**config.mk**
```make
export PLATFORM = sky130hd
export DESIGN_NAME = hwr_lock_flat
export DESIGN_NICKNAME = d
export VERILOG_FILES = /design/src/rtl/hwr_lock_pkg.sv /design/src/rtl/hwr_lock_if.sv /design/src/rtl/hwr_lock_owner_mem.sv /design/src/rtl/hwr_lock.sv /design/src/flat_wrapper.sv
export SDC_FILE = /design/constraint.sdc
export NUM_CORES = 2
export LEC_CHECK = 0
export CORE_ASPECT_RATIO = 0.7
export CORE_MARGIN = 2
export CORE_UTILIZATION = 45
export CTS_CLUSTER_SIZE = 12
export DETAILED_ROUTE_END_ITERATION = 6
export PLACE_DENSITY_LB_ADDON = 0.1
export SLEW_MARGIN = 20
export SYNTH_ARGS = -nofsm -noshare
export SYNTH_HDL_FRONTEND = slang
export SYNTH_HIERARCHICAL = 1
export SYNTH_SLANG_ARGS = --single-unit
export TNS_END_PERCENT = 5
```
**constraint.sdc**
```tcl
create_clock -name clk -period 22.1 [get_ports clk]
set_input_delay 5.525 -clock clk [delete_from_list [all_inputs] [get_ports clk]]
set_output_delay 5.525 -clock clk [all_outputs]
set_load 0.02 [all_outputs]
```
**src/rtl/hwr_lock_pkg.sv**
```systemverilog
// -----------------------------------------------------------------------------
// hwr_lock_pkg
// Shared constants and types for the hardware lock manager: command/ACK codes,
// command-word field positions, default sizing and the lock unit's source ID.
// -----------------------------------------------------------------------------
package hwr_lock_pkg;

    // Default sizing
    localparam int MAX_ACCS     = 16;
    localparam int ACC_BITS     = $clog2(MAX_ACCS);
    localparam int LOCK_ID_BITS = 8;

    // Command word fields
    localparam int CMD_TYPE_L = 0;
    localparam int CMD_TYPE_H = 7;
    localparam int LOCK_ID_L  = 8;
    localparam int LOCK_ID_H  = LOCK_ID_L + LOCK_ID_BITS - 1;

    // Command and ACK codes
    localparam logic [7:0] CMD_LOCK_CODE   = 8'h04;
    localparam logic [7:0] CMD_UNLOCK_CODE = 8'h06;
    localparam logic [7:0] ACK_OK_CODE     = 8'h01;
    localparam logic [7:0] ACK_REJECT_CODE = 8'h00;

    // Source ID stamped on every ACK
    localparam logic [4:0] HWR_LOCK_ID = 5'h15;

    typedef logic [CMD_TYPE_H:CMD_TYPE_L] cmd_t;

endpackage

```
**src/rtl/hwr_lock_if.sv**
```systemverilog
// -----------------------------------------------------------------------------
// hwr_lock_if
// Command (inStream) and ACK (outStream) AXI-Stream style channels.
//   slave  : the lock unit (consumes commands, produces ACKs)
//   master : the accelerator side (produces commands, consumes ACKs)
// -----------------------------------------------------------------------------
interface hwr_lock_if #(
    parameter int ACC_BITS = hwr_lock_pkg::ACC_BITS
);
    // Command channel
    logic [63:0]         inStream_tdata;
    logic                inStream_tvalid;
    logic                inStream_tready;
    logic [ACC_BITS-1:0] inStream_tid;
    logic                inStream_tlast;

    // ACK channel
    logic [63:0]         outStream_tdata;
    logic                outStream_tvalid;
    logic                outStream_tready;
    logic [ACC_BITS-1:0] outStream_tdest;
    logic [4:0]          outStream_tid;

    modport slave (
        input  inStream_tdata, inStream_tvalid, inStream_tid, inStream_tlast,
        output inStream_tready,
        output outStream_tdata, outStream_tvalid, outStream_tdest, outStream_tid,
        input  outStream_tready
    );

    modport master (
        output inStream_tdata, inStream_tvalid, inStream_tid, inStream_tlast,
        input  inStream_tready,
        input  outStream_tdata, outStream_tvalid, outStream_tdest, outStream_tid,
        output outStream_tready
    );

endinterface

```
**src/rtl/hwr_lock_owner_mem.sv**
```systemverilog
// -----------------------------------------------------------------------------
// hwr_lock_owner_mem
// Owner table: one entry per lock holding the accelerator ID that owns it.
// One write port, one synchronous read port.
//   clk      : clock
//   wr_en    : write enable
//   wr_addr  : lock ID to write
//   wr_data  : owner accelerator ID
//   rd_en    : read enable (rd_data holds when low)
//   rd_addr  : lock ID to read
//   rd_data  : owner of rd_addr, valid the cycle after rd_en
// -----------------------------------------------------------------------------
module hwr_lock_owner_mem
    import hwr_lock_pkg::*;
#(
    parameter int ADDR_BITS = LOCK_ID_BITS,
    parameter int DATA_BITS = ACC_BITS
) (
    input  logic                 clk,
    input  logic                 wr_en,
    input  logic [ADDR_BITS-1:0] wr_addr,
    input  logic [DATA_BITS-1:0] wr_data,
    input  logic                 rd_en,
    input  logic [ADDR_BITS-1:0] rd_addr,
    output logic [DATA_BITS-1:0] rd_data
);

    logic [DATA_BITS-1:0] mem [2**ADDR_BITS];

    // NOTE: storage has no reset so it maps onto RAM; an entry is only read
    // while its busy bit (which is reset) says the owner field is meaningful.
    // NOTE: non-blocking assignments for all clocked state, so every flop
    // samples values from before the edge regardless of statement order.
    always_ff @(posedge clk) begin
        if (wr_en) begin
            mem[wr_addr] <= wr_data;
        end
        if (rd_en) begin
            rd_data <= mem[rd_addr];
        end
    end

endmodule

```
**src/rtl/hwr_lock.sv**
```systemverilog
// -----------------------------------------------------------------------------
// hwr_lock
// Hardware lock manager. Accelerators send single-beat lock/unlock commands
// (cmd in tdata[7:0], lock ID in tdata[15:8]); a lock request is answered
// with an OK/REJECT ACK routed back to the requester, unlocks are silent.
// Multi-beat packets are drained and ignored. One command in flight.
//   clk  : clock, rising edge
//   rst  : asynchronous active-high reset
//   bus  : command/ACK channels (hwr_lock_if.slave)
// -----------------------------------------------------------------------------
module hwr_lock
    import hwr_lock_pkg::*;
#(
    parameter int MAX_ACCS     = hwr_lock_pkg::MAX_ACCS,
    parameter int LOCK_ID_BITS = hwr_lock_pkg::LOCK_ID_BITS
) (
    input  logic      clk,
    input  logic      rst,
    hwr_lock_if.slave bus
);

    localparam int ACC_BITS  = $clog2(MAX_ACCS);
    localparam int NUM_LOCKS = 2**LOCK_ID_BITS;

    localparam logic [1:0] S_IDLE  = 2'd0;
    localparam logic [1:0] S_CHECK = 2'd1;
    localparam logic [1:0] S_RESP  = 2'd2;
    localparam logic [1:0] S_DRAIN = 2'd3;

    logic [1:0]              state;
    cmd_t                    cmd_q;
    logic [LOCK_ID_BITS-1:0] id_q;
    logic [ACC_BITS-1:0]     tid_q;
    logic [NUM_LOCKS-1:0]    busy;
    logic [ACC_BITS-1:0]     owner_rd;

    logic [63:0]             ack_word;
    logic [63:0]             out_tdata;
    logic                    out_tvalid;
    logic [ACC_BITS-1:0]     out_tdest;

    cmd_t                    cmd_in;
    logic [LOCK_ID_BITS-1:0] id_in;
    logic                    in_hs;
    logic                    owner_rd_en;
    logic                    lock_grant;
    logic                    unlock_ok;
    logic                    unused_tdata_bits;

    assign cmd_in = bus.inStream_tdata[CMD_TYPE_H:CMD_TYPE_L];
    assign id_in  = bus.inStream_tdata[LOCK_ID_L +: LOCK_ID_BITS];
    assign unused_tdata_bits = ^bus.inStream_tdata[63:LOCK_ID_L+LOCK_ID_BITS];

    // tready is forced low during reset, not just by the reset state.
    assign bus.inStream_tready = !rst && (state == S_IDLE || state == S_DRAIN);
    assign in_hs               = bus.inStream_tvalid && bus.inStream_tready;

    // The owner lookup starts with the incoming lock ID while idle, so the
    // entry is ready when the captured command is evaluated in CHECK.
    assign owner_rd_en = (state == S_IDLE);

    assign lock_grant = (state == S_CHECK) && (cmd_q == CMD_LOCK_CODE) && !busy[id_q];
    assign unlock_ok  = (state == S_CHECK) && (cmd_q == CMD_UNLOCK_CODE) &&
                        busy[id_q] && (owner_rd == tid_q);

    hwr_lock_owner_mem #(
        .ADDR_BITS (LOCK_ID_BITS),
        .DATA_BITS (ACC_BITS)
    ) u_owner_mem (
        .clk     (clk),
        .wr_en   (lock_grant),
        .wr_addr (id_q),
        .wr_data (tid_q),
        .rd_en   (owner_rd_en),
        .rd_addr (id_in),
        .rd_data (owner_rd)
    );

    // NOTE: every bit gets a default first so no path leaves the word
    // unassigned, which would otherwise infer a latch.
    always_comb begin
        ack_word = '0;
        ack_word[CMD_TYPE_H:CMD_TYPE_L]   = busy[id_q] ? ACK_REJECT_CODE : ACK_OK_CODE;
        ack_word[LOCK_ID_L +: LOCK_ID_BITS] = id_q;
    end

    always_ff @(posedge clk or posedge rst) begin
        if (rst) begin
            state      <= S_IDLE;
            cmd_q      <= '0;
            id_q       <= '0;
            tid_q      <= '0;
            busy       <= '0;
            out_tvalid <= 1'b0;
            out_tdata  <= '0;
            out_tdest  <= '0;
        end else begin
            case (state)
                S_IDLE: begin
                    if (in_hs) begin
                        cmd_q <= cmd_in;
                        id_q  <= id_in;
                        tid_q <= bus.inStream_tid;
                        state <= bus.inStream_tlast ? S_CHECK : S_DRAIN;
                    end
                end
                S_DRAIN: begin
                    if (in_hs && bus.inStream_tlast) begin
                        state <= S_IDLE;
                    end
                end
                S_CHECK: begin
                    state <= S_IDLE;
                    if (cmd_q == CMD_LOCK_CODE) begin
                        // Any lock request gets an answer; a held lock is
                        // rejected even when the requester already owns it.
                        if (lock_grant) begin
                            busy[id_q] <= 1'b1;
                        end
                        out_tvalid <= 1'b1;
                        out_tdata  <= ack_word;
                        out_tdest  <= tid_q;
                        state      <= S_RESP;
                    end else if (unlock_ok) begin
                        busy[id_q] <= 1'b0;
                    end
                end
                S_RESP: begin
                    if (bus.outStream_tready) begin
                        out_tvalid <= 1'b0;
                        state      <= S_IDLE;
                    end
                end
                default: state <= S_IDLE;
            endcase
        end
    end

    assign bus.outStream_tdata  = out_tdata;
    assign bus.outStream_tvalid = out_tvalid;
    assign bus.outStream_tdest  = out_tdest;
    assign bus.outStream_tid    = HWR_LOCK_ID;

endmodule

```
**src/flat_wrapper.sv**
```systemverilog
// flat-port wrapper written by rule: the top's interface ports become plain ports
module hwr_lock_flat import hwr_lock_pkg::*;
#(
    parameter int MAX_ACCS     = hwr_lock_pkg::MAX_ACCS,
    parameter int LOCK_ID_BITS = hwr_lock_pkg::LOCK_ID_BITS
)
  (clk, rst, bus_inStream_tdata, bus_inStream_tvalid, bus_inStream_tid, bus_inStream_tlast, bus_inStream_tready, bus_outStream_tdata, bus_outStream_tvalid, bus_outStream_tdest, bus_outStream_tid, bus_outStream_tready);
  hwr_lock_if #(.ACC_BITS(4)) bus_i ();
  input  logic clk;
  input  logic rst;
  input wire logic [$bits(bus_i.inStream_tdata)-1:0] bus_inStream_tdata;
  input wire logic [$bits(bus_i.inStream_tvalid)-1:0] bus_inStream_tvalid;
  input wire logic [$bits(bus_i.inStream_tid)-1:0] bus_inStream_tid;
  input wire logic [$bits(bus_i.inStream_tlast)-1:0] bus_inStream_tlast;
  output wire logic [$bits(bus_i.inStream_tready)-1:0] bus_inStream_tready;
  output wire logic [$bits(bus_i.outStream_tdata)-1:0] bus_outStream_tdata;
  output wire logic [$bits(bus_i.outStream_tvalid)-1:0] bus_outStream_tvalid;
  output wire logic [$bits(bus_i.outStream_tdest)-1:0] bus_outStream_tdest;
  output wire logic [$bits(bus_i.outStream_tid)-1:0] bus_outStream_tid;
  input wire logic [$bits(bus_i.outStream_tready)-1:0] bus_outStream_tready;
  assign bus_i.inStream_tdata = bus_inStream_tdata;
  assign bus_i.inStream_tvalid = bus_inStream_tvalid;
  assign bus_i.inStream_tid = bus_inStream_tid;
  assign bus_i.inStream_tlast = bus_inStream_tlast;
  assign bus_inStream_tready = bus_i.inStream_tready;
  assign bus_outStream_tdata = bus_i.outStream_tdata;
  assign bus_outStream_tvalid = bus_i.outStream_tvalid;
  assign bus_outStream_tdest = bus_i.outStream_tdest;
  assign bus_outStream_tid = bus_i.outStream_tid;
  assign bus_i.outStream_tready = bus_outStream_tready;
  hwr_lock #(.MAX_ACCS(MAX_ACCS), .LOCK_ID_BITS(LOCK_ID_BITS)) u_core (.clk(clk), .rst(rst), .bus(bus_i));
endmodule
```
==> flow_summary.yaml <==
grt:
  grt_start_max_net_pins: 288
  grt_first_pass_wirelength_mm: 235
  grt_antenna_before_repair: 3
  grt_usage_pct: 24.9
  grt_pass1_vias: 34300
  grt_remaining_overflow: 0
synthesis:
  syn_area_mm2: 0.0572
  synth.avg_cell_area_um2: 15.1
  edff_count_synth: 1028
  synthDistinctLibCells: 58
  synth_flop_cell: "sky130_fd_sc_hd__edfxtp_1"
  synth-seq-area-share_pct: 66.8
  synth.largest_area_cell: "sky130_fd_sc_hd__edfxtp_1"
  synth-seq-cells: 1320
  synthArstFlopShare_pct: 22.1
  yosys-top-cells-area: "sky130_fd_sc_hd__edfxtp_1 (54%), sky130_fd_sc_hd__dfrtp_1 (13%), sky130_fd_sc_hd__mux4_2 (11%), sky130_fd_sc_hd__a21o_1 (3.4%), sky130_fd_sc_hd__nand3_1 (2.9%)"
  postSynthCellCount: 3774
  total_number_of_yosys_warnings: 6
  yosys.area.top_type_share_pct: 54.0
setup_path:
  arrival_time_reported_for_the_critical_path_endpoint_ns: 7.01
  cp_max_fo: 5
  endpoint_kind: "primary output"
  worst_ep_required_time_ns: 16.58
  critPathKind: "input pin to primary output"
  timing.critical_path.from_type: "input pin"
sta:
  setup_viol: 0
  transition_time_at_the_pin_with_the_least_slew_margin_ns: 1.21
  max-slew-margin-rel_pct: 16.9
  finalMaxSlewViolations: 0
  final.min_clock_period_ns: 12.54
  layout_worst_path_cycle_share_pct: 56.7
  clock_skew_ns: 0.0275
  finalSetupTns_ns: 0
  max_freq_mhz: 79.8
  postLayoutSetupSlackWorst_ns: 9.56
  number_of_hold_violations_in_the_final_report: 0
  grt_setup_unrepaired: "false"
flow_run:
  max_cap_violations: 0
power_and_ir_drop:
  cellLeakagePower_nw: 22.7
  powerDensity_mw_per_mm2: 109
  worst_ir_drop_vdd_mv: 0.225
cells_and_area:
  post_layout_nonfiller_instances: 5458
  finalCoreUtilization_pct: 49.6
  share_of_cells_above_drive_strength_1_pct: 15.7
  layout_common_cells: "sky130_fd_sc_hd__edfxtp_1 (1,028), sky130_fd_sc_hd__nor2_1 (350), sky130_fd_sc_hd__nand3_1 (323)"
  layout-area-overhead-vs-synth_pct: 9.47
  final_nets: 3794
  n_fill_cell: 10400
  final_common_cell: "sky130_fd_sc_hd__edfxtp_1"
  finish.instance_area_mm2: 0.0626
die:
  placeable_core_area_mm2: 0.126
  horizontal_extent_of_the_die_um: 430
  start_util_pct: 45.3
  core.rowCount: 109
  fp.dieH_um: 302
  die_area_mm2: 0.130
  pin_count: 148
placed_design:
  io_buffer_count: 39
  placed_cells: 5243
  gp_congestion: 0.853
  place_worst_setup_slack_ns: 9.56
  dp.final_hpwl_mm: 99.2
  postPlaceCellArea_mm2: 0.0584
hold_path:
  worstHoldPathType: "flip-flop to flip-flop"
route:
  route.detailed.drc: 0
  drt_iter0_drc: 4526
  wl_per_cell_um: 29.6
  detailedRoute.firstPassIterationCount: 6
  vias_per_cell: 6.32
  postRouteWirelength_mm: 161
  vias: 34500
  route.antenna.remaining_nets: 0
clocking:
  cts_hold_repair.buffers: 0
  path_clk_slew_ns: 0.06
  clock_insertion_delay_worst_skew_ns: 0.77
  cts_setup_buffers: 0
  cts_max_path_buffers: 3
  root_buffer: "sky130_fd_sc_hd__clkbuf_16"
  cts-resized-gates: 0
  cts_made_buffers: 136
  clock_tree_from_tritoncts: "done"
  h-tree-depth: 4
  cts_sinks: 1320
outcome:
  status: "complete, no violations"
-- path summary, 6_finish.rpt --
path	start	end	slack, ns	depth (start not counted)
min in group asynchronous	rst	u_core/cmd_q[6]	5.39	2
min	flip-flop	flip-flop	0.47	1
min reg2reg	flip-flop	flip-flop	0.47	1
max reg2reg	u_core/id_q[1]	u_core/u_owner_mem/mem[30][3]	15.43	13
max	rst	bus_inStream_tready	9.56	3
max in group asynchronous	rst	async pin	15.11	3
-- layout make-up --
class / instances / area (um^2) / area share (%)
Sequential cell: 1320 / 38200 / 61.0
Multi-Input combinational cell: 2141 / 17200 / 27.5
Tap cell: 1665 / 2080 / 3.33
Clock buffer: 186 / 3770 / 6.02
Timing Repair Buffer: 109 / 975 / 1.56
Antenna cell: 1 / 2.50 / 0.00400
Inverter: 9 / 41.3 / 0.0660
Clock inverter: 27 / 322 / 0.514
-- per-stage QoR --
step / power, W / hold WS (ns)
5_1_grt: 0.00704 / 0.484
6_report: 0.00679 / 0.474
3_5_place_dp: 0.00463 / 0.460
3_3_place_gp: 0.00457 / 0.453
4_1_cts: 0.00679 / 0.475
2_1_floorplan: 0.00424 / 0.444
-- worst max-delay path, cell delays in order --
cell                              delay (ns)
sky130_fd_sc_hd__clkdlybuf4s50_1        0.52
sky130_fd_sc_hd__nor2_1                 0.30
sky130_fd_sc_hd__clkdlybuf4s50_1        0.67
-- power breakdown --
group | internal (W) | switching [W]
sequential | 0.00301 | 0.0000972
clock | 0.00124 | 0.000927
combinational | 0.000301 | 0.00121
total | 0.00455 | 0.00224
-- synth_stat cells, drive strengths merged, types with 2 or more instances --
master	instances
a2111oi	7
a211oi	9
a21boi	3
a21o	257
a21oi	21
a221oi	10
a22oi	61
a311oi	3
a31oi	10
a41oi	3
and2	10
and4	2
buf	210
clkbuf	152
conb	2
dfrtp	292
edfxtp	1028
ha	4
inv	8
mux2	26
mux2i	136
mux4	283
nand2	123
nand2b	20
nand3	334
nand4	18
nor2	351
nor2b	35
nor3	265
nor4	5
o211ai	13
o21ai	23
o21bai	2
o221ai	8
o22ai	10
or2	11
or3	2
xnor2	4
-- kinds of logic (layout without fill, tap and decap cells) --
family	after synthesis	in the layout	synth area share, %
fa+ha+maj	4	4	0.0876
buf+inv	371	331	3.71
xor+xnor	4	4	0.0613
mux	445	445	14.0
flops	1320	1320	66.8
compound gates	446	446	5.72
simple gates	1182	1182	9.57
other cells	2	61	0.0131
-- routing by layer --
metal	vias to the layer above	share of wire (%)	GRT usage (%)
li1	14400	-	-
met1	18200	45	37.6
met2	1683	43	35.4
met3	279	9.9	6.58
met4	0	2.3	7.21
met5	-	0	0
Note: power is estimated with default switching activity, not from simulation.
